[config.mk]
export PLATFORM = sky130hd
export DESIGN_NAME = rpn_stack_ctrl
export DESIGN_NICKNAME = d
export VERILOG_FILES = /design/src/rtl/rpn_stack_ctrl.sv
export SDC_FILE = /design/constraint.sdc
export NUM_CORES = 1
export LEC_CHECK = 0
export CAP_MARGIN = 30
export CORE_MARGIN = 1.5
export CORE_UTILIZATION = 40
export CTS_BUF_LIST = sky130_fd_sc_hd__clkbuf_16
export DETAILED_ROUTE_END_ITERATION = 16
export GPL_TIMING_DRIVEN = 0
export PLACE_DENSITY = 0.57
export SKIP_LAST_GASP = 1
export SLEW_MARGIN = 20
export SYNTH_ARGS = -nofsm -noshare
export SYNTH_HDL_FRONTEND = slang
export SYNTH_SLANG_ARGS = --single-unit
[constraint.sdc]
create_clock -name clk -period 8.2 [get_ports clk]
set_input_delay 1.23 -clock clk [delete_from_list [all_inputs] [get_ports clk]]
set_output_delay 1.23 -clock clk [all_outputs]
set_load 0.03 [all_outputs]
[src/rtl/rpn_stack_ctrl.sv]
// -----------------------------------------------------------------------------
// rpn_stack_ctrl
//   Operand stack and execution sequencer for the RPN calculator. Number tokens
//   from the UART parser are pushed onto an internal stack. Operator tokens
//   present the top stack entries to a combinational ALU for one cycle, then
//   commit the ALU answer back to the stack. Each committed result, or a
//   rejected token, is reported with a one-cycle pulse.
//
// Ports
//   clk, rst_n                  clock (rising edge), synchronous active-low reset
//   in_valid/in_ready           token handshake with the parser
//   in_is_op, in_op, in_data    token payload (operator code or number)
//   alu_op/left/right           registered operands driven to the ALU
//   alu_ans, alu_arg_cnt        combinational ALU answer and operand count
//   res_valid, res_data         result pulse and held result value
//   err_underflow/overflow/div0/unknown   one-cycle error pulses
//   depth                       current number of stack entries
// -----------------------------------------------------------------------------
module rpn_stack_ctrl #(
  parameter int WIDTH = 16,
  parameter int DEPTH = 8
) (
  input  logic                     clk,
  input  logic                     rst_n,
  input  logic                     in_valid,
  output logic                     in_ready,
  input  logic                     in_is_op,
  input  logic [3:0]               in_op,
  input  logic [WIDTH-1:0]         in_data,
  output logic [3:0]               alu_op,
  output logic [WIDTH-1:0]         alu_left,
  output logic [WIDTH-1:0]         alu_right,
  input  logic [WIDTH-1:0]         alu_ans,
  input  logic [1:0]               alu_arg_cnt,
  output logic                     res_valid,
  output logic [WIDTH-1:0]         res_data,
  output logic                     err_underflow,
  output logic                     err_overflow,
  output logic                     err_div0,
  output logic                     err_unknown,
  output logic [$clog2(DEPTH):0]   depth
);

  localparam int AW = $clog2(DEPTH);
  localparam int DW = AW + 1;
  localparam logic [DW-1:0] DEPTH_L = DW'(DEPTH);
  localparam logic [3:0]    OP_DIV  = 4'd3;
  localparam logic [3:0]    OP_POP  = 4'd4;

  typedef enum logic {S_IDLE, S_EXEC} state_e;

  state_e            state_q, state_d;
  logic [DW-1:0]     depth_q, depth_d;
  logic [3:0]        alu_op_q, alu_op_d;
  logic [WIDTH-1:0]  alu_left_q, alu_left_d;
  logic [WIDTH-1:0]  alu_right_q, alu_right_d;
  logic              res_valid_q, res_valid_d;
  logic [WIDTH-1:0]  res_data_q, res_data_d;
  logic              err_underflow_q, err_underflow_d;
  logic              err_overflow_q, err_overflow_d;
  logic              err_div0_q, err_div0_d;
  logic              err_unknown_q, err_unknown_d;

  // Stack storage: never reset, only entries below depth_q are meaningful.
  logic [WIDTH-1:0]  stack_q [DEPTH];
  logic              wr_en;
  logic [AW-1:0]     wr_addr;
  logic [WIDTH-1:0]  wr_data;

  // Indices of the top and next-to-top entries; modular wrap is harmless
  // because they are only used when enough entries exist.
  logic [AW-1:0]     idx_top, idx_nxt;
  logic [WIDTH-1:0]  top_val, nxt_val;

  assign idx_top = depth_q[AW-1:0] - AW'(1);
  assign idx_nxt = depth_q[AW-1:0] - AW'(2);
  assign top_val = stack_q[idx_top];
  assign nxt_val = stack_q[idx_nxt];

  always_comb begin
    state_d         = state_q;
    depth_d         = depth_q;
    alu_op_d        = alu_op_q;
    alu_left_d      = alu_left_q;
    alu_right_d     = alu_right_q;
    res_data_d      = res_data_q;
    res_valid_d     = 1'b0;
    err_underflow_d = 1'b0;
    err_overflow_d  = 1'b0;
    err_div0_d      = 1'b0;
    err_unknown_d   = 1'b0;
    wr_en           = 1'b0;
    wr_addr         = depth_q[AW-1:0];
    wr_data         = in_data;

    unique case (state_q)
      S_IDLE: begin
        if (in_valid) begin
          if (!in_is_op) begin
            if (depth_q < DEPTH_L) begin
              wr_en   = 1'b1;
              depth_d = depth_q + DW'(1);
            end else begin
              err_overflow_d = 1'b1;
            end
          end else begin
            // Latch operands now; the ALU settles during EXEC.
            alu_op_d    = in_op;
            alu_right_d = (depth_q >= DW'(1)) ? top_val : '0;
            if (in_op == OP_POP) begin
              alu_left_d = (depth_q >= DW'(1)) ? top_val : '0;
            end else if (depth_q >= DW'(2)) begin
              alu_left_d = nxt_val;
            end else if (depth_q == DW'(1)) begin
              alu_left_d = top_val;
            end else begin
              alu_left_d = '0;
            end
            state_d = S_EXEC;
          end
        end
      end

      S_EXEC: begin
        state_d = S_IDLE;
        if (alu_arg_cnt == 2'd0) begin
          err_unknown_d = 1'b1;
        end else if (depth_q < DW'(alu_arg_cnt)) begin
          err_underflow_d = 1'b1;
        end else if ((alu_op_q == OP_DIV) && (alu_right_q == '0)) begin
          err_div0_d = 1'b1;
        end else if (alu_arg_cnt == 2'd1) begin
          depth_d     = depth_q - DW'(1);
          res_data_d  = alu_ans;
          res_valid_d = 1'b1;
        end else begin
          // Binary op: answer replaces the left operand slot.
          wr_en       = 1'b1;
          wr_addr     = idx_nxt;
          wr_data     = alu_ans;
          depth_d     = depth_q - DW'(1);
          res_data_d  = alu_ans;
          res_valid_d = 1'b1;
        end
      end

      default: state_d = S_IDLE;
    endcase
  end

  always_ff @(posedge clk) begin
    if (!rst_n) begin
      state_q         <= S_IDLE;
      depth_q         <= '0;
      alu_op_q        <= 4'hF;
      alu_left_q      <= '0;
      alu_right_q     <= '0;
      res_valid_q     <= 1'b0;
      res_data_q      <= '0;
      err_underflow_q <= 1'b0;
      err_overflow_q  <= 1'b0;
      err_div0_q      <= 1'b0;
      err_unknown_q   <= 1'b0;
    end else begin
      state_q         <= state_d;
      depth_q         <= depth_d;
      alu_op_q        <= alu_op_d;
      alu_left_q      <= alu_left_d;
      alu_right_q     <= alu_right_d;
      res_valid_q     <= res_valid_d;
      res_data_q      <= res_data_d;
      err_underflow_q <= err_underflow_d;
      err_overflow_q  <= err_overflow_d;
      err_div0_q      <= err_div0_d;
      err_unknown_q   <= err_unknown_d;
    end
  end

  // Storage writes are gated by reset so an aborted commit leaves no trace.
  always_ff @(posedge clk) begin
    if (rst_n && wr_en) begin
      stack_q[wr_addr] <= wr_data;
    end
  end

  assign in_ready      = (state_q == S_IDLE);
  assign alu_op        = alu_op_q;
  assign alu_left      = alu_left_q;
  assign alu_right     = alu_right_q;
  assign res_valid     = res_valid_q;
  assign res_data      = res_data_q;
  assign err_underflow = err_underflow_q;
  assign err_overflow  = err_overflow_q;
  assign err_div0      = err_div0_q;
  assign err_unknown   = err_unknown_q;
  assign depth         = depth_q;

endmodule

==> results.toml, run 1 <==
[power]
p_int_mw = 1.66
swShare_pct = 27.9
pwr-share-comb_pct = 18.3
ir_drop_mv = 0.119
seqPwrFrac_pct = 46.1
clock_power_share_pct = 35.6
netSwitchingPower_mw = 0.642
p_per_area_nw_per_um2 = 211
p_leak_nw = 3.66

[clock_network]
cts-root-buf = "clkbuf_16"
cts_tree = "built"
cts_num_sinks = 190
cts_buffers = 17
postCtsSetupRepairBufs = 0
hold_buffers = 0
path_clk_slew_ns = 0.07
cts_htree_levels = 4
insertion_delay_ns = 0.44
cts_buffer_depth = 2
cts-resized-gates = 0

[die]
coreArea_um2 = 21700
die_h_um = 151
ios = 104
rows = 54
die_width_um = 151
initial_core_util_pct = 40.5
dieArea_um2 = 22900

[place]
portBuffers = 102
placed_cell_area_um2 = 10400
hpwl_mm = 20.2
finalWeightedCongestion = 0.841
dp_cells = 1089

[timing]
post-route-period-util_pct = 50.6
slew_headroom_pct = 42.4
final_max_slew_viol_count = 0
setup_violations = 0
max_freq_mhz = 241
grt_setup_unrepaired = "no"
fin_tns_setup_ns = 0
finalClockSkew_ns = 0.0114
min_period_ns = 4.15
tightest_slew_ns = 0.864
finalHoldViolCount = 0

[yosys]
syn_avg_cell_area_um2 = 12.8
syn_area_um2 = 8790
syn-instance-count = 688
synth_edf_count = 128
synth-main-ff-cell = "edfxtp_1"
async_reset_ff_share_pct = 0
synth_area_leaders = "edfxtp_1 (44%), dfxtp_1 (14%), mux4_2 (11%)"
yosysWarnings = 0
ys_ff_latch = 190
yosysTopAreaCell = "edfxtp_1"
yosysSeqAreaShare_pct = 57.9
yosysUniqueCellTypes = 50
syn-num-nets = 738
synth_top_area_share_pct = 43.7

[critical_path]
worstReg2RegStart = "depth[0]$_SDFFE_PN0P_"
path_cells = "buf_6, buf_2, inv_1, clkbuf_1, ha_1, buf_2, clkbuf_1, mux4_2, mux2i_1, nor3_1, a21oi_1, a21oi_1"
crit_slowest_cell = "clkbuf_1"
required_ns = 8.49
critical_path_class = "flop to flop"
endpoint_kind = "flop"
cp_max_fo = 10
startpoint_type = "flop"
critPathMaxStageDelay_ns = 0.67
r2r_setup_slack_ns = 4.05
arrival_ns = 4.44
r2r_end = "alu_left[15]$_SDFFE_PN0P_"
rr_worst_depth = 12

[run_status]
status = "finished clean"

[cells_and_area]
nets = 879
postLayoutCellArea_um2 = 10900
drive_gt1_share_pct = 19.1
fill_cells = 1875
antennaDiodeCount = 0
finalNonFillerCells = 1122
syn_to_final_growth_pct = 24.5
multi_input_area_um2 = 3480
ff_latch_area_um2 = 5080

[detailed_routing]
ant_nets = 0
wl_per_cell_um = 24.8
drc = 0
dr.pass1.iters = 6
first_iter_violations = 612
vias = 6598
via_per_inst = 5.88
routed_wirelength_mm = 27.8

[global_routing]
grt_max_degree = 17
first_global_vias = 6494
grt_overflow_total = 0
grt_pass1_wl_mm = 40.8
antenna_found_initial = 0
track_usage_pct = 25.0

[min_path]
hold_start = "res_data[1]$_SDFFE_PN0P_"
hold_class = "flop to flop"
whs_path_depth = 2
hold_end = "res_data[1]$_SDFFE_PN0P_"

[flow_run]
drv_cap = 0
-- worst max-delay path by stage --
stage | depth (start not counted) | start | end
3_5_place_dp | 8 | alu_arg_cnt[1] | stack_q[1][6]$_DFFE_PP_
5_1_grt | 12 | depth[0]$_SDFFE_PN0P_ | alu_left[15]$_SDFFE_PN0P_
4_1_cts | 12 | depth[0]$_SDFFE_PN0P_ | alu_left[15]$_SDFFE_PN0P_
6_report | 12 | depth[0]$_SDFFE_PN0P_ | alu_left[15]$_SDFFE_PN0P_
2_1_floorplan | 6 | alu_arg_cnt[1] | stack_q[0][0]$_DFFE_PP_
3_3_place_gp | 7 | alu_arg_cnt[1] | stack_q[3][8]$_DFFE_PP_
-- layout make-up --
cell class / instances / share of cell area (%)
repair buffers: 122 / 10.9
flip-flops and latches: 190 / 46.5
plain buffers: 47 / 2.14
clock inverters: 15 / 1.34
clock buffers: 17 / 3.89
well taps: 280 / 3.20
multi-input cells: 444 / 31.8
inverters: 7 / 0.240
-- synthesized netlist by cell type (2+ instances only) --
master / instances
edfxtp_1: 128
nand2_1: 107
a21oi_1: 62
dfxtp_1: 62
mux4_2: 44
nor3_1: 27
mux2_2: 26
o21ai_0: 26
clkbuf_1: 21
mux2i_1: 19
buf_2: 16
nand3_1: 16
nor2_1: 14
nand2b_1: 13
nor2b_1: 11
a211oi_1: 10
a22oi_1: 10
o22ai_1: 10
ha_1: 8
a2bb2oi_1: 6
inv_1: 6
nor4_1: 5
buf_1: 4
buf_6: 4
a21oi_2: 3
a31oi_1: 2
and3_1: 2
buf_4: 2
o2111a_1: 2
o211ai_1: 2
-- cells by family (layout without fill, tap and decap cells) --
| group | Yosys count | in the layout | share of synthesized area [%] |
|---|---|---|---|
| AOI/OAI and AO/OA | 140 | 140 | 10.0 |
| muxes | 90 | 90 | 17.0 |
| and+or+nand+nor | 204 | 204 | 10.7 |
| buffers and inverters | 54 | 208 | 2.96 |
| xor gates and xnor gates | 2 | 2 | 0.285 |
| adders and majority gates | 8 | 8 | 1.14 |
| DFF | 190 | 190 | 57.9 |
-- registers in the layout, indices dropped and copies added, names as in the netlist --
signal         flops
alu_left          16
alu_op             4
alu_right         16
depth              4
err_div0           1
err_overflow       1
err_underflow      1
err_unknown        1
res_data          16
res_valid          1
stack_q          128
state_q            1
-- metal layers --
layer	vias to the layer above	share of wire (%)	wire (µm)	GRT usage [%]
met1	3324	42	11800	34.0
met5	-	0	0	0
met3	53	7.8	2180	5.36
met2	320	47	13200	39.8
met4	0	2.4	657	8.25
li1	2901	-	-	-
-- stage by stage --
| stage | util [%] | setup WS (ns) | total power [mW] | hold slack, ns |
|---|---|---|---|---|
| finish | 50.5 | 4.05 | 2.30 | 0.458 |
| global route | 50.5 | 3.94 | 2.37 | 0.479 |
| global placement | 46.9 | 2.05 | 1.49 | 0.445 |
| floorplan | - | 4.28 | 1.33 | 0.580 |
| detailed placement | 47.8 | 3.84 | 1.50 | 0.449 |
| CTS | 50.4 | 4.09 | 2.31 | 0.460 |
-- critical path: cells and delay by family (launching register included) --
family / cells / cell delay (ns)
AOI/OAI and AO/OA: 2 / 0.35
adders and majority gates: 1 / 0.40
and+or+nand+nor: 1 / 0.09
buffers and inverters: 6 / 1.89
DFF: 1 / 0.46
muxes: 2 / 0.80
-- power groups by stage --
| stage | logic [mW] | registers [mW] | clock network [mW] |
|---|---|---|---|
| global placement | 0.404 | 1.08 | 0 |
| finish | 0.422 | 1.06 | 0.819 |
| CTS | 0.416 | 1.06 | 0.828 |
| global route | 0.445 | 1.07 | 0.863 |
| floorplan | 0.228 | 1.11 | 0 |
| detailed placement | 0.414 | 1.08 | 0 |
-- cells in the final DEF (no fill, tap or decap), types with 14 or more instances in the layout --
cell type,count
clkbuf_1,21
clkbuf_16,17
buf_4,16
clkdlybuf4s50_1,102
a21oi_1,62
dfxtp_1,62
nor3_1,19
mux2_2,26
nand2_1,107
nor2_1,14
mux4_2,44
nand3_1,16
edfxtp_1,128
buf_2,16
o21ai_0,26
mux2i_1,19
No activity file was read; power rests on OpenSTA's default activity.
==> run 2, diff against run 1 <==
--- a/config.mk
+++ b/config.mk
@@ -11,7 +11,7 @@
 export CTS_BUF_LIST = sky130_fd_sc_hd__clkbuf_16
 export DETAILED_ROUTE_END_ITERATION = 16
 export GPL_TIMING_DRIVEN = 0
-export PLACE_DENSITY = 0.57
+export PLACE_DENSITY = 0.6
 export SKIP_LAST_GASP = 1
 export SLEW_MARGIN = 20
 export SYNTH_ARGS = -nofsm -noshare
==> constraint.sdc (replaced) <==
create_clock -name clk -period 3.38 [get_ports clk]
set_input_delay 0.507 -clock clk [delete_from_list [all_inputs] [get_ports clk]]
set_output_delay 0.507 -clock clk [all_outputs]
set_load 0.03 [all_outputs]
==> results.toml, run 2 (synthesis gave the netlist of run 1 again) <==
[clock_network]
cts-root-buf = "clkbuf_16"
hold_buffers = 0
cts_buffer_depth = 2
cts_buffers = 17
path_clk_slew_ns = 0.07
cts_num_sinks = 190
cts_htree_levels = 4
insertion_delay_ns = 0.44
cts_tree = "built"

[timing]
slew_headroom_pct = 25.9
grt_setup_unrepaired = "no"
tightest_slew_ns = 1.11
finalHoldViolCount = 0
holdWs_ns = 0.456
final_max_slew_viol_count = 0
post-route-period-util_pct = 96.6
min_period_ns = 3.26
setup_violations = 0
max_freq_mhz = 306
finalClockSkew_ns = 0.00914
finalWorstSetupSlack_ns = 0.116

[detailed_routing]
drc = 0
routed_wirelength_mm = 26.8
wl_met3_mm = 2.21
first_iter_violations = 701
top_layer_used = "met4"
dr.pass1.iters = 5
via_per_inst = 5.88
met1_length_mm = 10.7
vias = 6573
ant_nets = 0
wl_per_cell_um = 24.0
routed-wl-met2_mm = 13.2

[power]
p_leak_nw = 3.69
seqPwrFrac_pct = 45.7
clock_power_share_pct = 36.3
swShare_pct = 27.2
p_per_area_nw_per_um2 = 512
ir_drop_mv = 0.305
p_int_mw = 4.11
pwr-share-comb_pct = 18.0
netSwitchingPower_mw = 1.54

[critical_path]
setup.worst_path.start = "depth[1]$_SDFFE_PN0P_"
endpoint_kind = "flop"
rr_worst_depth = 8
cp_max_fo = 10
startpoint_type = "flop"
endpoint = "stack_q[6][11]$_DFFE_PP_"
arrival_ns = 3.41
required_ns = 3.53
critical_path_class = "flop to flop"
r2r_setup_slack_ns = 0.12
worstReg2RegStart = "depth[1]$_SDFFE_PN0P_"
r2r_end = "stack_q[6][11]$_DFFE_PP_"

[die]
die_h_um = 151
coreArea_um2 = 21700
rows = 54
initial_core_util_pct = 40.5
dieArea_um2 = 22900
ios = 104
die_width_um = 151

[global_routing]
track_usage_pct = 23.9
grt_pass1_wl_mm = 39.1
grt_overflow_total = 0
antenna_found_initial = 0
grt_max_degree = 17
first_global_vias = 6342

[cells_and_area]
finalNonFillerCells = 1118
nets = 875
final_common_cell = "edfxtp_1"
final_cell_mix = "edfxtp_1 (128), nand2_1 (107), clkdlybuf4s50_1 (102)"
drive_gt1_share_pct = 19.8
regMostFlops = "stack_q"
antennaDiodeCount = 0
syn_to_final_growth_pct = 25.4
largest_reg_flops = 128

[min_path]
hold_class = "flop to flop"
hold_start = "res_data[11]$_SDFFE_PN0P_"

[place]
dp_cells = 1083
pre_cts_ws_ns = -0.661
hpwl_mm = 19.2
portBuffers = 102
finalWeightedCongestion = 0.871

[run_status]
status = "finished clean"

[flow_run]
drv_cap = 0
-- run 2: how the worst min path moves through the flow --
stage | to | cells after the start
after floorplan | res_data[0]$_SDFFE_PN0P_ | 2
after global placement | res_data[0]$_SDFFE_PN0P_ | 2
after detailed placement | res_data[11]$_SDFFE_PN0P_ | 2
after CTS | res_data[11]$_SDFFE_PN0P_ | 2
after global routing | res_data[15]$_SDFFE_PN0P_ | 2
final | res_data[11]$_SDFFE_PN0P_ | 2
-- run 2: through the flow --
step           setup TNS, ns  instance area (µm²)  util [%]  power (mW)
2_1_floorplan         -21.55                 8810         -        3.24
3_5_place_dp          -41.89                10400      47.8        3.62
4_1_cts                    0                11000      50.7        5.65
6_report                   0                11000      50.8        5.65
5_1_grt                    0                11000      50.8        5.82
3_3_place_gp         -202.81                10200      46.9        3.60
-- run 2: timing repair --
action                                  in CTS  in global routing
pin swaps                                    2                  2
setup buffers                                2                  2
endpoints found under the setup margin     160                 48
gates resized for setup                     10                  2
-- run 2: area by class of cell --
cell class,instances,area (µm²)
Inverter,7,30.0
Buffer,46,240
Timing Repair Buffer,119,1190
Clock inverter,15,170
Tap cell,280,350
Sequential cell,190,5090
Clock buffer,17,425
Multi-Input combinational cell,444,3530
Fill cell,1829,10700
-- run 2: metal layers --
metal	GRT usage, %	vias up
met5	0	-
met2	39.2	357
met4	9.37	0
li1	-	2888
met3	4.97	57
met1	31.1	3271
-- run 2: critical path: stages, from the launching register on --
cell,delay [ns]
dfxtp_1,0.54
inv_1,0.22
ha_1,0.42
clkbuf_2,0.28
buf_4,0.28
nand3_1,0.15
o22ai_2,0.21
nor3_4,0.62
buf_8,0.24
-- run 2: power groups by stage --
stage	registers, mW	logic (mW)	clock network, mW
floorplan	2.68	0.555	0
global placement	2.63	0.971	0
detailed placement	2.63	0.991	0
CTS	2.58	1.01	2.06
global route	2.58	1.07	2.16
finish	2.58	1.02	2.05
